File: src/rtl/sparse_pe_scheduler_if.sv
// sparse_pe_scheduler_if: operand handshake, encoder feed and accumulator strobes
// for one PE column scheduler. The master modport is the environment (operand FIFO
// plus encoder/PE). The slave modport is the scheduler.
interface sparse_pe_scheduler_if #(
    parameter int unsigned LEN_W = 8
);
    logic             start;
    logic [LEN_W-1:0] cfg_len;
    logic             in_valid;
    logic             in_ready;
    logic [7:0]       in_en_multiplicand;
    logic [3:0]       in_sign;
    logic             encode_valid;
    logic [7:0]       en_multiplicand;
    logic [3:0]       sign_en_multiplicand;
    logic             pp_valid;
    logic             acc_clear;
    logic             dot_done;
    logic             busy;

    modport master (
        output start, cfg_len, in_valid, in_en_multiplicand, in_sign,
        input  in_ready, encode_valid, en_multiplicand, sign_en_multiplicand,
               pp_valid, acc_clear, dot_done, busy
    );

    modport slave (
        input  start, cfg_len, in_valid, in_en_multiplicand, in_sign,
        output in_ready, encode_valid, en_multiplicand, sign_en_multiplicand,
               pp_valid, acc_clear, dot_done, busy
    );
endinterface

File: src/rtl/sparse_pe_scheduler.sv
// sparse_pe_scheduler: feeds one booth-encoded operand at a time to the sparse
// encoder. Each operand holds the encoder for max(nonzero digits, 1) slot cycles.
// Slot tags are delayed to line up with partial_product_index.
// Optional saturating perf counters are enabled by defining SPARSE_SCHED_PERF_EN.
module sparse_pe_scheduler #(
    parameter int unsigned LEN_W  = 8,
    parameter int unsigned PIPE_D = 2
) (
    input  logic                 clk,
    input  logic                 rst_n,
    sparse_pe_scheduler_if.slave bus
`ifdef SPARSE_SCHED_PERF_EN
    ,
    output logic [31:0]          perf_ops,
    output logic [31:0]          perf_zero_ops,
    output logic [31:0]          perf_slots,
    output logic [31:0]          perf_stall
`endif
);
    localparam int unsigned SC_W = 3;
    localparam int unsigned FC_W = (PIPE_D > 1) ? $clog2(PIPE_D) : 1;

    typedef enum logic [1:0] {
        S_IDLE  = 2'd0,
        S_RUN   = 2'd1,
        S_FLUSH = 2'd2,
        S_DONE0 = 2'd3
    } state_t;

    state_t            state_q;
    state_t            state_d;
    logic [LEN_W-1:0]  rem_q;
    logic [SC_W-1:0]   sc_q;
    logic              first_q;
    logic [FC_W-1:0]   fc_q;
    logic [PIPE_D-1:0] valid_pipe_q;
    logic [PIPE_D-1:0] first_pipe_q;
    logic [PIPE_D-1:0] last_pipe_q;

    logic [SC_W-1:0]   nz;
    logic [SC_W-1:0]   slots;
    logic              in_run;
    logic              ready;
    logic              issue;
    logic              start_acc;
    logic              valid_tag;
    logic              first_tag;
    logic              last_tag;

    // Count the nonzero radix-4 digits of the presented operand. A zero operand still uses one slot.
    always_comb begin
        nz = '0;
        for (int i = 0; i < 4; i++) begin
            if (bus.in_en_multiplicand[2*i +: 2] != 2'b00) begin
                nz = nz + SC_W'(1);
            end
        end
        slots = (nz == '0) ? SC_W'(1) : nz;
    end

    // State register
    always_ff @(posedge clk) begin
        if (!rst_n) begin
            state_q <= S_IDLE;
        end else begin
            state_q <= state_d;
        end
    end

    // Next-state logic
    always_comb begin
        state_d = state_q;
        case (state_q)
            S_IDLE: begin
                if (bus.start) begin
                    state_d = (bus.cfg_len == '0) ? S_DONE0 : S_RUN;
                end
            end
            S_RUN: begin
                if (last_tag) begin
                    state_d = S_FLUSH;
                end
            end
            S_FLUSH: begin
                if (fc_q == FC_W'(PIPE_D - 1)) begin
                    state_d = S_IDLE;
                end
            end
            S_DONE0: begin
                state_d = S_IDLE;
            end
            default: begin
                state_d = S_IDLE;
            end
        endcase
    end

    // Handshake, encoder feed, issue-side slot tags and the delayed strobes
    always_comb begin
        in_run    = (state_q == S_RUN);
        start_acc = (state_q == S_IDLE) && bus.start;
        ready     = in_run && (rem_q != '0) && (sc_q <= SC_W'(1));
        issue     = bus.in_valid && ready;
        valid_tag = in_run && ((issue && (nz != '0)) || (sc_q >= SC_W'(2)));
        first_tag = issue && first_q;
        last_tag  = in_run && ((issue && (rem_q == LEN_W'(1)) && (slots == SC_W'(1))) ||
                               (!issue && (rem_q == '0) && (sc_q == SC_W'(2))));

        bus.in_ready             = ready;
        bus.encode_valid         = issue;
        bus.en_multiplicand      = bus.in_en_multiplicand;
        bus.sign_en_multiplicand = bus.in_sign;
        bus.busy                 = (state_q != S_IDLE);
        bus.pp_valid             = valid_pipe_q[PIPE_D-1];
        bus.acc_clear            = first_pipe_q[PIPE_D-1] || (state_q == S_DONE0);
        bus.dot_done             = last_pipe_q[PIPE_D-1] || (state_q == S_DONE0);
    end

    // Operand/slot counters, flush timer and the tag delay line matching encoder latency
    always_ff @(posedge clk) begin
        if (!rst_n) begin
            rem_q        <= '0;
            sc_q         <= '0;
            first_q      <= 1'b0;
            fc_q         <= '0;
            valid_pipe_q <= '0;
            first_pipe_q <= '0;
            last_pipe_q  <= '0;
        end else begin
            if (start_acc) begin
                rem_q   <= bus.cfg_len;
                sc_q    <= '0;
                first_q <= 1'b1;
            end else if (issue) begin
                rem_q   <= rem_q - LEN_W'(1);
                sc_q    <= slots;
                first_q <= 1'b0;
            end else if (sc_q != '0) begin
                sc_q    <= sc_q - SC_W'(1);
            end
            fc_q         <= (state_q == S_FLUSH) ? fc_q + FC_W'(1) : '0;
            valid_pipe_q <= (valid_pipe_q << 1) | PIPE_D'(valid_tag);
            first_pipe_q <= (first_pipe_q << 1) | PIPE_D'(first_tag);
            last_pipe_q  <= (last_pipe_q << 1) | PIPE_D'(last_tag);
        end
    end

`ifdef SPARSE_SCHED_PERF_EN
    logic slot_cyc;
    assign slot_cyc = in_run && (issue || (sc_q >= SC_W'(2)));

    // Saturating event counters, restarted by every accepted start
    always_ff @(posedge clk) begin
        if (!rst_n || start_acc) begin
            perf_ops      <= '0;
            perf_zero_ops <= '0;
            perf_slots    <= '0;
            perf_stall    <= '0;
        end else begin
            if (issue && (perf_ops != '1)) begin
                perf_ops <= perf_ops + 32'd1;
            end
            if (issue && (nz == '0) && (perf_zero_ops != '1)) begin
                perf_zero_ops <= perf_zero_ops + 32'd1;
            end
            if (slot_cyc && (perf_slots != '1)) begin
                perf_slots <= perf_slots + 32'd1;
            end
            if (ready && !bus.in_valid && (perf_stall != '1)) begin
                perf_stall <= perf_stall + 32'd1;
            end
        end
    end
`endif

endmodule

File: src/flat_wrapper.sv
// flat-port wrapper written by rule: the top's interface ports become plain ports
module sparse_pe_scheduler_flat 
#(
    parameter int unsigned LEN_W  = 8,
    parameter int unsigned PIPE_D = 2
)
  (clk, rst_n, bus_start, bus_cfg_len, bus_in_valid, bus_in_en_multiplicand, bus_in_sign, bus_in_ready, bus_encode_valid, bus_en_multiplicand, bus_sign_en_multiplicand, bus_pp_valid, bus_acc_clear, bus_dot_done, bus_busy);
  sparse_pe_scheduler_if #(.LEN_W(LEN_W)) bus_i ();
  input  logic clk;
  input  logic rst_n;
  input wire logic [$bits(bus_i.start)-1:0] bus_start;
  input wire logic [$bits(bus_i.cfg_len)-1:0] bus_cfg_len;
  input wire logic [$bits(bus_i.in_valid)-1:0] bus_in_valid;
  input wire logic [$bits(bus_i.in_en_multiplicand)-1:0] bus_in_en_multiplicand;
  input wire logic [$bits(bus_i.in_sign)-1:0] bus_in_sign;
  output wire logic [$bits(bus_i.in_ready)-1:0] bus_in_ready;
  output wire logic [$bits(bus_i.encode_valid)-1:0] bus_encode_valid;
  output wire logic [$bits(bus_i.en_multiplicand)-1:0] bus_en_multiplicand;
  output wire logic [$bits(bus_i.sign_en_multiplicand)-1:0] bus_sign_en_multiplicand;
  output wire logic [$bits(bus_i.pp_valid)-1:0] bus_pp_valid;
  output wire logic [$bits(bus_i.acc_clear)-1:0] bus_acc_clear;
  output wire logic [$bits(bus_i.dot_done)-1:0] bus_dot_done;
  output wire logic [$bits(bus_i.busy)-1:0] bus_busy;
  assign bus_i.start = bus_start;
  assign bus_i.cfg_len = bus_cfg_len;
  assign bus_i.in_valid = bus_in_valid;
  assign bus_i.in_en_multiplicand = bus_in_en_multiplicand;
  assign bus_i.in_sign = bus_in_sign;
  assign bus_in_ready = bus_i.in_ready;
  assign bus_encode_valid = bus_i.encode_valid;
  assign bus_en_multiplicand = bus_i.en_multiplicand;
  assign bus_sign_en_multiplicand = bus_i.sign_en_multiplicand;
  assign bus_pp_valid = bus_i.pp_valid;
  assign bus_acc_clear = bus_i.acc_clear;
  assign bus_dot_done = bus_i.dot_done;
  assign bus_busy = bus_i.busy;
  sparse_pe_scheduler #(.LEN_W(LEN_W), .PIPE_D(PIPE_D)) u_core (.clk(clk), .rst_n(rst_n), .bus(bus_i));
endmodule
File: config.mk
export PLATFORM = sky130hd
export DESIGN_NAME = sparse_pe_scheduler_flat
export DESIGN_NICKNAME = d
export VERILOG_FILES = /design/src/rtl/sparse_pe_scheduler_if.sv /design/src/rtl/sparse_pe_scheduler.sv /design/src/flat_wrapper.sv
export SDC_FILE = /design/constraint.sdc
export NUM_CORES = 1
export LEC_CHECK = 0
export BUFFER_PORTS_ARGS = -buffer_cell sky130_fd_sc_hd__buf_2
export CORE_MARGIN = 1
export CORE_UTILIZATION = 53
export CTS_BUF_LIST = sky130_fd_sc_hd__clkbuf_8
export DETAILED_ROUTE_END_ITERATION = 8
export PLACE_DENSITY_LB_ADDON = 0.05
export SLEW_MARGIN = 20
export SYNTH_ARGS = -nofsm -noshare
export SYNTH_HDL_FRONTEND = slang
export SYNTH_SLANG_ARGS = --single-unit
export TNS_END_PERCENT = 30
File: constraint.sdc
create_clock -name clk -period 3.05 [get_ports clk]
set_clock_uncertainty 0.15 [all_clocks]
set_input_delay 0.61 -clock clk [delete_from_list [all_inputs] [get_ports clk]]
set_output_delay 0.61 -clock clk [all_outputs]
set_load 0.01 [all_outputs]
==> results.toml, run 1 <==
[route]
routed_wl_um = 2875
drt_iter0_markers = 24
firstDrtPassIters = 4
antenna_left = 0
avgViaCountPerCell = 5.657
dr_total_vias = 1222
route.detailed.drc = 0
wl_per_cell_um = 13.31

[floorplanning]
rows = 18
io_pins = 42
die_w_um = 53.61
core_area_um2 = 2500
die_area_um2 = 2874
die_h_um = 53.61
start_util = 0.5646

[clocking]
cts_tree = "yes"
clk_pin_slew_worst_paths_ns = 0.08
cts.sinks = 21
cts_hold_buf = 0
cts_buffer_depth = 2
cts_resized = 0
clkLatencyLatePin_ns = 0.26
numCtsBuffers = 3
cts_setup_buffers = 0
cts_max_level = 1
cts_root_buffer = "clkbuf_8"

[pwr]
leakagePower_uw = 0.0006840
peakVddDrop_v = 0.0004366
p_per_area_nw_per_um2 = 679.5

[synth]
synthArstFlopShare = 0
synth_area_um2 = 1411
synth_edf_count = 0
yosys_register_bits = 21
seq_area_frac_synth = 0.2979
syn_area_per_cell_um2 = 8.554
synthFlopType = "dfxtp_1"
netlist_instances = 165
yosys_warnings = 0
ys_types = 48
synth_nets = 197

[critical_path]
crit_path_start_kind = "flop"
cp_max_fo = 11
slowest_delay_ns = 0.50
path_cells = "inv_1 -> ha_1 -> o21ba_1 -> nor4b_4 -> nand2_4 -> inv_2 -> buf_2"
rrSetupSlack_ns = 0.87
critPathKind = "flop to output port"
cpMaxStageDelayCell = "nor4b_4"
worst_ep_required_time_ns = 2.29
cp.buffers_inverters = 3
crit_path_end_kind = "output port"
crit_arrival_ns = 2.08
critPathTopFamily = "simple AND/OR/NAND/NOR gates"

[place]
dp_hpwl_um = 2264
numPlacedInstances = 212
finalWeightedCongestion = 0.8837
portBuffers = 33
placedInstanceArea_um2 = 1504

[timing]
finalHoldViolCount = 0
setup-violations-final = 0
period_share = 0.9308
fmax_mhz = 352.2
period_needed_ns = 2.839
relSlewSlack = 0.6730
grt_setup_unrepaired = "no"
fin_tns_setup_ns = 0
worst_pin_slew_ns = 0.4885
maxSlewViolCount = 0

[final_layout]
nFillCells = 220
num_antenna_cells = 0
drive_gt1_frac = 0.2742
nets = 219
postLayoutCoreUtil = 0.6201
syn_to_final_growth_pct = 9.841
stdcell_area_um2 = 1550
layout.cells.non_filler = 216

[global_routing]
grt_max_degree = 15
grtUsageTotal = 0.2140
grt_pass1_vias = 998
antenna_found_initial = 0
grt_pass1_wl_um = 4436
overflow = 0

[job]
maxCapViolations = 0

[min_path]
holdCritPathClass = "flop to flop"

[outcome]
status = "finished clean"
state kept, by name, summed over array words and instances, names as in the netlist:
name	flops
u_core.fc_q	1
u_core.first_pipe_q	2
u_core.first_q	1
u_core.last_pipe_q	2
u_core.rem_q	8
u_core.sc_q	3
u_core.state_q	2
u_core.valid_pipe_q	2
final cells by class:
class                      count  area [um2]  share of cell area
clock buffer                   3       41.29             0.02663
clock inverter                 1       5.005            0.003228
tap                           30       37.54             0.02421
timing repair buffer          34       172.7              0.1114
inverter                       8       30.03             0.01937
multi-input combinational    119       843.3              0.5440
sequential                    21       420.4              0.2712
kinds of logic after synthesis:
| family | after synthesis | synth area share |
|---|---|---|
| flip-flops | 21 | 0.2979 |
| AND/OR/NAND/NOR | 63 | 0.2686 |
| adder cells (fa/ha/maj) | 8 | 0.07092 |
| buffers and inverters | 25 | 0.1046 |
| multiplexers | 4 | 0.02837 |
| AO/OA/AOI/OAI | 37 | 0.1862 |
| XOR/XNOR | 7 | 0.04344 |
final timing paths:
| kind | start | end | depth (start not counted) |
|---|---|---|---|
| max | u_core.sc_q[1] | bus_encode_valid | 7 |
| min | u_core.valid_pipe_q[0] | u_core.valid_pipe_q[1] | 1 |
| max reg2reg | u_core.sc_q[1] | u_core.rem_q[5] | 8 |
| min reg2reg | u_core.valid_pipe_q[0] | u_core.valid_pipe_q[1] | 1 |
per-layer routing:
metal / wire, um / global-route usage / share of wire / vias to the layer above
li1: - / - / - / 622
met1: 1414 / 0.2850 / 0.49 / 565
met2: 1308 / 0.3354 / 0.45 / 30
met3: 120 / 0.04237 / 0.042 / 5
met4: 31 / 0.08772 / 0.011 / 0
met5: 0 / 0 / 0 / -
cells in the final DEF (no fill, tap or decap), types with 3 or more instances in the layout:
cell type  instances
nor4_1             5
nor3_1             5
a21oi_1           10
or2_2              3
xnor2_1            3
ha_1               8
inv_1              7
and2_1             4
nand2_1           12
o21ai_0            5
nor2_1            14
buf_2             33
mux2i_1            4
nand3_1            4
clkbuf_8           3
a211oi_1           4
a31oi_1            3
xor2_1             4
dfxtp_1           21
nor2b_1            3
worst reg2reg max path, delay by kind of cell, from the launching register on:
kind	cells	cell delay, ns
compound gates	3	0.47
fa+ha+maj	1	0.14
buf+inv	2	0.33
flops	1	0.36
simple gates	2	0.65
cells in the mapped netlist (2+ instances only):
master | instances | share of area
a211oi_1 | 4 | 0.021
a21o_1 | 2 | 0.011
a21oi_1 | 10 | 0.035
a31oi_1 | 3 | 0.013
and2_1 | 4 | 0.018
buf_4 | 12 | 0.064
clkbuf_1 | 3 | 0.0080
dfxtp_1 | 21 | 0.30
ha_1 | 8 | 0.071
inv_1 | 7 | 0.019
mux2i_1 | 4 | 0.028
nand2_1 | 12 | 0.032
nand3_1 | 4 | 0.014
nand4b_1 | 2 | 0.012
nor2_1 | 14 | 0.037
nor2b_1 | 3 | 0.013
nor3_1 | 5 | 0.018
nor4_1 | 5 | 0.022
o21a_1 | 2 | 0.011
o21ai_0 | 5 | 0.018
or2_2 | 3 | 0.013
xnor2_1 | 3 | 0.019
xor2_1 | 4 | 0.025
report_power, final:
group | total (uW) | internal (uW) | switching [uW]
sequential | 387 | 322 | 64.5
clock | 184 | 91.1 | 93.1
combinational | 482 | 208 | 274
total | 1050 | 622 | 432
per-stage QoR:
step	power (uW)	hold WS (ns)	worst slack [ns]
2_1_floorplan	772.7	0.2619	0.2723
3_3_place_gp	857.3	0.2642	0.1032
3_5_place_dp	872.3	0.2775	0.06550
4_1_cts	1059	0.2963	0.1932
5_1_grt	1125	0.3228	0.1178
6_report	1053	0.2958	0.2110
Power figures use the tool's default switching activity.
==> run 2: changes to the inputs <==
--- a/config.mk
+++ b/config.mk
@@ -5,6 +5,7 @@
 export SDC_FILE = /design/constraint.sdc
 export NUM_CORES = 1
 export LEC_CHECK = 0
+export ABC_AREA = 1
 export BUFFER_PORTS_ARGS = -buffer_cell sky130_fd_sc_hd__buf_2
 export CORE_MARGIN = 1
 export CORE_UTILIZATION = 53
==> run 2 against run 1 <==
  * Global-route usage is 1.5 points higher
  * Clock power is 3% higher
  * Non-clock buffer count down 1
  * Sequential power down 8.5%
  * Count of clock-buffer cells in the layout unchanged
  * Final cell count rose by 25%
  * Via count increased by 10%
  * Fmax increased by 11%
  * Die area rose by 0.34%
  * Wire length grew 3.7%
  * Largest power group unchanged
  * Highest routed layer unchanged
==> results.toml, run 2 <==
[synth]
synth_edf_count = 0
syn_area_per_cell_um2 = 6.557
ys_top_cells_by_area = "dfxtp_1 30%, nand2_1 13%, inv_1 11%, ha_1 7.1%, buf_4 6.4%"
yosys.area.top_type_share = 0.2968
ys_types = 30
synth_nets = 248
synth_top_area_cell = "dfxtp_1"
yosys_register_bits = 21
netlist_instances = 216
yosys_warnings = 0
synthTopCellsByCount = "48 x nand2_1, 40 x inv_1, 22 x nor2_1"
synthFlopType = "dfxtp_1"
synthArstFlopShare = 0
synth_area_um2 = 1416
seq_area_frac_synth = 0.2968
yosysMostFrequentCell = "nand2_1"

[critical_path]
crit_arrival_ns = 1.80
reg2reg_to = "u_core.rem_q[0]"
worst_ep_required_time_ns = 2.29
cp.buffers_inverters = 4
slowest_delay_ns = 0.39
critPathKind = "flop to output port"
crit_path_start_kind = "flop"
ff2ff_path_depth = 10
path_cells = "inv_1 -> ha_1 -> nand2_2 -> inv_1 -> nand2_2 -> nand3_4 -> inv_2 -> buf_2"
cp_max_fo = 16
critPathTopFamily = "buffers and inverters"
cpMaxStageDelayCell = "dfxtp_1"
crit_path_end_kind = "output port"
rrSetupSlack_ns = 1.14
rr_startpoint = "u_core.rem_q[0]"

[pwr]
power_frac_comb = 0.435
swShare = 0.4127
leakagePower_uw = 0.0008509
p_sw_uw = 397.0
p_per_area_nw_per_um2 = 617.0
clock_power_share = 0.197
p_int_uw = 564.9
peakVddDrop_v = 0.0003960
seqPwrFrac = 0.368

[route]
antenna_left = 0
firstDrtPassIters = 4
route.detailed.drc = 0
avgViaCountPerCell = 5.011
wl_per_cell_um = 11.08
drt_iter0_markers = 22
routed_wl_um = 2981
dr_total_vias = 1348

[clocking]
cts_tree = "yes"
numCtsBuffers = 3
clkLatencyLatePin_ns = 0.27
cts.sinks = 21
cts_buffer_depth = 2
cts_hold_buf = 0
cts_max_level = 1
cts_setup_buffers = 0
cts_root_buffer = "clkbuf_8"
clk_pin_slew_worst_paths_ns = 0.08
cts_resized = 0

[timing]
period_share = 0.8391
finalHoldViolCount = 0
maxSlewViolCount = 0
fin_tns_setup_ns = 0
period_needed_ns = 2.559
fmax_mhz = 390.7
worst_pin_slew_ns = 0.3049
setup-violations-final = 0
grt_setup_unrepaired = "no"
relSlewSlack = 0.7949

[job]
maxCapViolations = 0

[global_routing]
antenna_found_initial = 0
grt_max_degree = 17
grtUsageTotal = 0.2286
grt_pass1_wl_um = 4774
overflow = 0
grt_pass1_vias = 1205

[place]
dp_hpwl_um = 2361
finalWeightedCongestion = 0.8569
portBuffers = 33
placedInstanceArea_um2 = 1513

[min_path]
holdCritPathClass = "flop to flop"
hold_path_end = "u_core.valid_pipe_q[1]"
hold_depth = 2
hold_start = "u_core.valid_pipe_q[0]"

[floorplanning]
die_area_um2 = 2883
core_area_um2 = 2500
start_util = 0.5666
die_w_um = 53.70
die_h_um = 53.70
io_pins = 42
rows = 18

[final_layout]
regMostFlops = "u_core.rem_q"
stdcell_area_um2 = 1559
reg_top3 = "u_core.rem_q x8, u_core.sc_q x3"
layout_common_cells = "48 x nand2_1, 40 x inv_1, 33 x buf_2"
nFillCells = 254
final_common_cell = "nand2_1"
syn_to_final_growth_pct = 10.07
drive_gt1_frac = 0.1925
num_antenna_cells = 0
largest_reg_flops = 8
nets = 272

[outcome]
status = "finished clean"
run 2: cell types whose count changed after synthesis, moves of 4 or more:
cell | before | now
o21ai_0 | 5 | 11
nand3_1 | 4 | 12
a21oi_1 | 10 | 6
a211oi_1 | 4 | 0
nand2_1 | 12 | 48
nor2_1 | 14 | 22
inv_1 | 7 | 40
mux2i_1 | 4 | 0
run 2: through the flow:
step             util  std cells  hold WS (ns)  setup WS [ns]  power [uW]
2_1_floorplan       -        216        0.2405         0.7298       691.3
3_3_place_gp   0.6051        265        0.2566         0.5198       762.8
3_5_place_dp   0.6051        265        0.2533         0.4420       779.0
4_1_cts        0.6236        269        0.2742         0.4747       969.0
5_1_grt        0.6236        269        0.3136         0.3595        1039
6_report       0.6236        269        0.2712         0.4907       961.9
run 2: logic make-up (layout without fill, tap and decap cells):
logic type,count (synthesis),count (layout),share of synthesized area
XOR/XNOR,3,3,0.01855
AO/OA/AOI/OAI,31,31,0.1325
AND/OR/NAND/NOR,95,95,0.2898
adder cells (fa/ha/maj),8,8,0.07067
flip-flops,21,21,0.2968
buffers and inverters,58,81,0.1917
run 2: how the worst max path moves through the flow:
| stage | startpoint | endpoint | slack, ns | cells past startpoint |
|---|---|---|---|---|
| finish | u_core.rem_q[0] | bus_encode_valid | 0.49 | 8 |
| global route | u_core.rem_q[0] | bus_encode_valid | 0.36 | 8 |
| CTS | u_core.rem_q[0] | bus_encode_valid | 0.47 | 8 |
| detailed placement | bus_in_en_multiplicand[1] | u_core.valid_pipe_q[0] | 0.44 | 17 |
| global placement | bus_in_en_multiplicand[1] | u_core.valid_pipe_q[0] | 0.52 | 17 |
| floorplan | bus_in_en_multiplicand[1] | u_core.valid_pipe_q[0] | 0.73 | 16 |
run 2: power groups by stage:
stage | Sequential [uW] | Clock (uW) | Combinational, uW
after floorplan | 352 | 0 | 340
after global placement | 359 | 0 | 403
after detailed placement | 360 | 0 | 419
after CTS | 354 | 192 | 422
after global routing | 360 | 199 | 480
final | 354 | 189 | 419
run 2: metal layers:
layer  global-route usage  vias up  share of wire
li1                     -      707              -
met1               0.2560      598           0.44
met2               0.4218       36           0.50
met3              0.02542        7          0.042
met4               0.1096        0          0.016
met5                    0        -              0
run 2: final cells by class:
class | count | area, um2 | share of cell area
multi-input cells | 137 | 724.4 | 0.4647
flip-flops and latches | 21 | 420.4 | 0.2697
repair buffers | 33 | 165.2 | 0.1059
inverters | 44 | 165.2 | 0.1059
clock buffers | 3 | 41.29 | 0.02648
well taps | 30 | 37.54 | 0.02408
clock inverters | 1 | 5.005 | 0.003210
run 2: tightest hold or removal path: cells and delay by family (launching register included):
kind                   cells  cell delay, ns
and+or+nand+nor            1            0.05
buffers and inverters      1            0.04
DFF                        1            0.31
==> run 3: changes to the inputs <==
--- a/config.mk
+++ b/config.mk
@@ -8,7 +8,7 @@
 export ABC_AREA = 1
 export BUFFER_PORTS_ARGS = -buffer_cell sky130_fd_sc_hd__buf_2
 export CORE_MARGIN = 1
-export CORE_UTILIZATION = 53
+export CORE_UTILIZATION = 48
 export CTS_BUF_LIST = sky130_fd_sc_hd__clkbuf_8
 export DETAILED_ROUTE_END_ITERATION = 8
 export PLACE_DENSITY_LB_ADDON = 0.05
==> constraint.sdc (replaced) <==
create_clock -name clk -period 2.2 [get_ports clk]
set_clock_uncertainty 0.15 [all_clocks]
set_input_delay 0.44 -clock clk [delete_from_list [all_inputs] [get_ports clk]]
set_output_delay 0.44 -clock clk [all_outputs]
set_load 0.01 [all_outputs]
==> run 3 against run 2 <==
  * Non-clock buffer count up 8
  * Sequential share of layout area down 1.6 points
  * Final area up 6.8%
  * Via count up 3.0%
  * Total power up 44%
  * Critical path depth down 1
  * Global-route usage down 0.97 points
  * Highest routed layer unchanged
  * Sequential cell count unchanged
  * Hold slack better by 0.0016 ns
  * Critical path type unchanged
==> results.toml, run 3 (same netlist as run 2, synthesis figures left out) <==
[global_routing]
grt_max_degree = 13
grt_pass1_wl_um = 5471
grt_pass1_vias = 1317
grtUsageTotal = 0.2189
antenna_found_initial = 0
overflow = 0

[critical_path]
worst_ep_required_time_ns = 1.61
cp_max_fo = 5
crit_arrival_ns = 1.50
crit_path_end_kind = "output port"
critPathKind = "flop to output port"
crit_path_start_kind = "flop"

[timing]
fmax_mhz = 478.1
finalHoldViolCount = 0
period_needed_ns = 2.092
relSlewSlack = 0.7675
maxSlewViolCount = 0
worst_slack_ns = 0.1085
fin_tns_setup_ns = 0
period_share = 0.9507
setup-violations-final = 0
worst_pin_slew_ns = 0.3456

[clocking]
cts_tree = "yes"
cts_buffer_depth = 2
numCtsBuffers = 3
clk_pin_slew_worst_paths_ns = 0.08
cts_max_level = 1
cts_hold_buf = 0
cts.sinks = 21
cts_root_buffer = "clkbuf_8"
clkLatencyLatePin_ns = 0.27

[final_layout]
stdcell_area_um2 = 1665
regArea_um2 = 422.9
drive_gt1_frac = 0.2591
multi_input_area_um2 = 767.0
regMostFlops = "u_core.rem_q"
final_common_cell = "nand2_1"
num_antenna_cells = 0
postLayoutCoreUtil = 0.5987
syn_to_final_growth_pct = 17.58
largest_reg_flops = 8
nFillCells = 284
nets = 280
layout_common_cells = "48 x nand2_1, 38 x inv_1, 33 x buf_2"
reg_top3 = "u_core.rem_q x8, u_core.sc_q x3"

[floorplanning]
io_pins = 42
die_area_um2 = 3172
start_util = 0.5092
die_w_um = 56.32
core_area_um2 = 2781
rows = 19
die_h_um = 56.32

[place]
placedInstanceArea_um2 = 1551
dp_hpwl_um = 2423
finalWeightedCongestion = 0.8480
portBuffers = 33
place_ws_ns = -0.2476

[route]
drt_iter0_markers = 37
firstDrtPassIters = 4
dr_total_vias = 1388
avgViaCountPerCell = 4.993
antenna_left = 0
wl_per_cell_um = 11.46
route.detailed.drc = 0
routed_wl_um = 3186

[pwr]
peakVddDrop_v = 0.0005995
leakagePower_uw = 0.0008956
power_uw = 1381
p_per_area_nw_per_um2 = 829.3

[job]
maxCapViolations = 0

[min_path]
holdCritPathClass = "flop to flop"

[outcome]
status = "finished clean"
[run 3: layer usage]
metal	wire, um	vias up	global-route usage
li1	-	725	-
met1	1419	631	0.2431
met4	50	0	0.09059
met5	0	-	0
met2	1586	25	0.4031
met3	129	7	0.04378
[run 3: layout make-up]
class	count	share of cell area
Multi-Input combinational cell	137	0.4606
Timing Repair Buffer	41	0.1352
Inverter	44	0.09917
Tap cell	31	0.02329
Clock buffer	3	0.02479
Clock inverter	1	0.003005
Sequential cell	21	0.2539
[run 3: worst paths after layout]
path,from,endpoint,cells after the start,slack (ns)
setup reg to reg,u_core.sc_q[1],u_core.rem_q[2],10,0.28
hold reg to reg,u_core.last_pipe_q[0],u_core.last_pipe_q[1],2,0.27
hold / removal,u_core.last_pipe_q[0],u_core.last_pipe_q[1],2,0.27
setup / recovery,u_core.sc_q[1],bus_encode_valid,7,0.11
[run 3: repair_timing]
item,CTS,global route
pin swaps,1,3
buffers inserted,1,2
endpoints found under the setup margin,1,7
gates resized for setup,0,14
[run 3: report_power, final]
part	total (uW)	leakage [uW]	internal [uW]	switching, uW
sequential	492	0.000173	441	51.9
clock	266	0.0000255	127	139
combinational	622	0.000697	247	376
total	1380	0.000896	814	567
[run 3: worst max-delay path, stage by stage, from the launching register on]
cell	delay [ns]
dfxtp_1	0.41
inv_1	0.10
ha_1	0.19
nor2_1	0.20
nor2_2	0.07
nand3_4	0.09
inv_2	0.04
buf_2	0.13
[run 3: per-stage QoR]
stage | hold WS, ns | cells
final | 0.2727 | 278
after floorplan | 0.2405 | 216
after global placement | 0.2488 | 271
after CTS | 0.2750 | 276
after global routing | 0.2962 | 278
after detailed placement | 0.2565 | 271
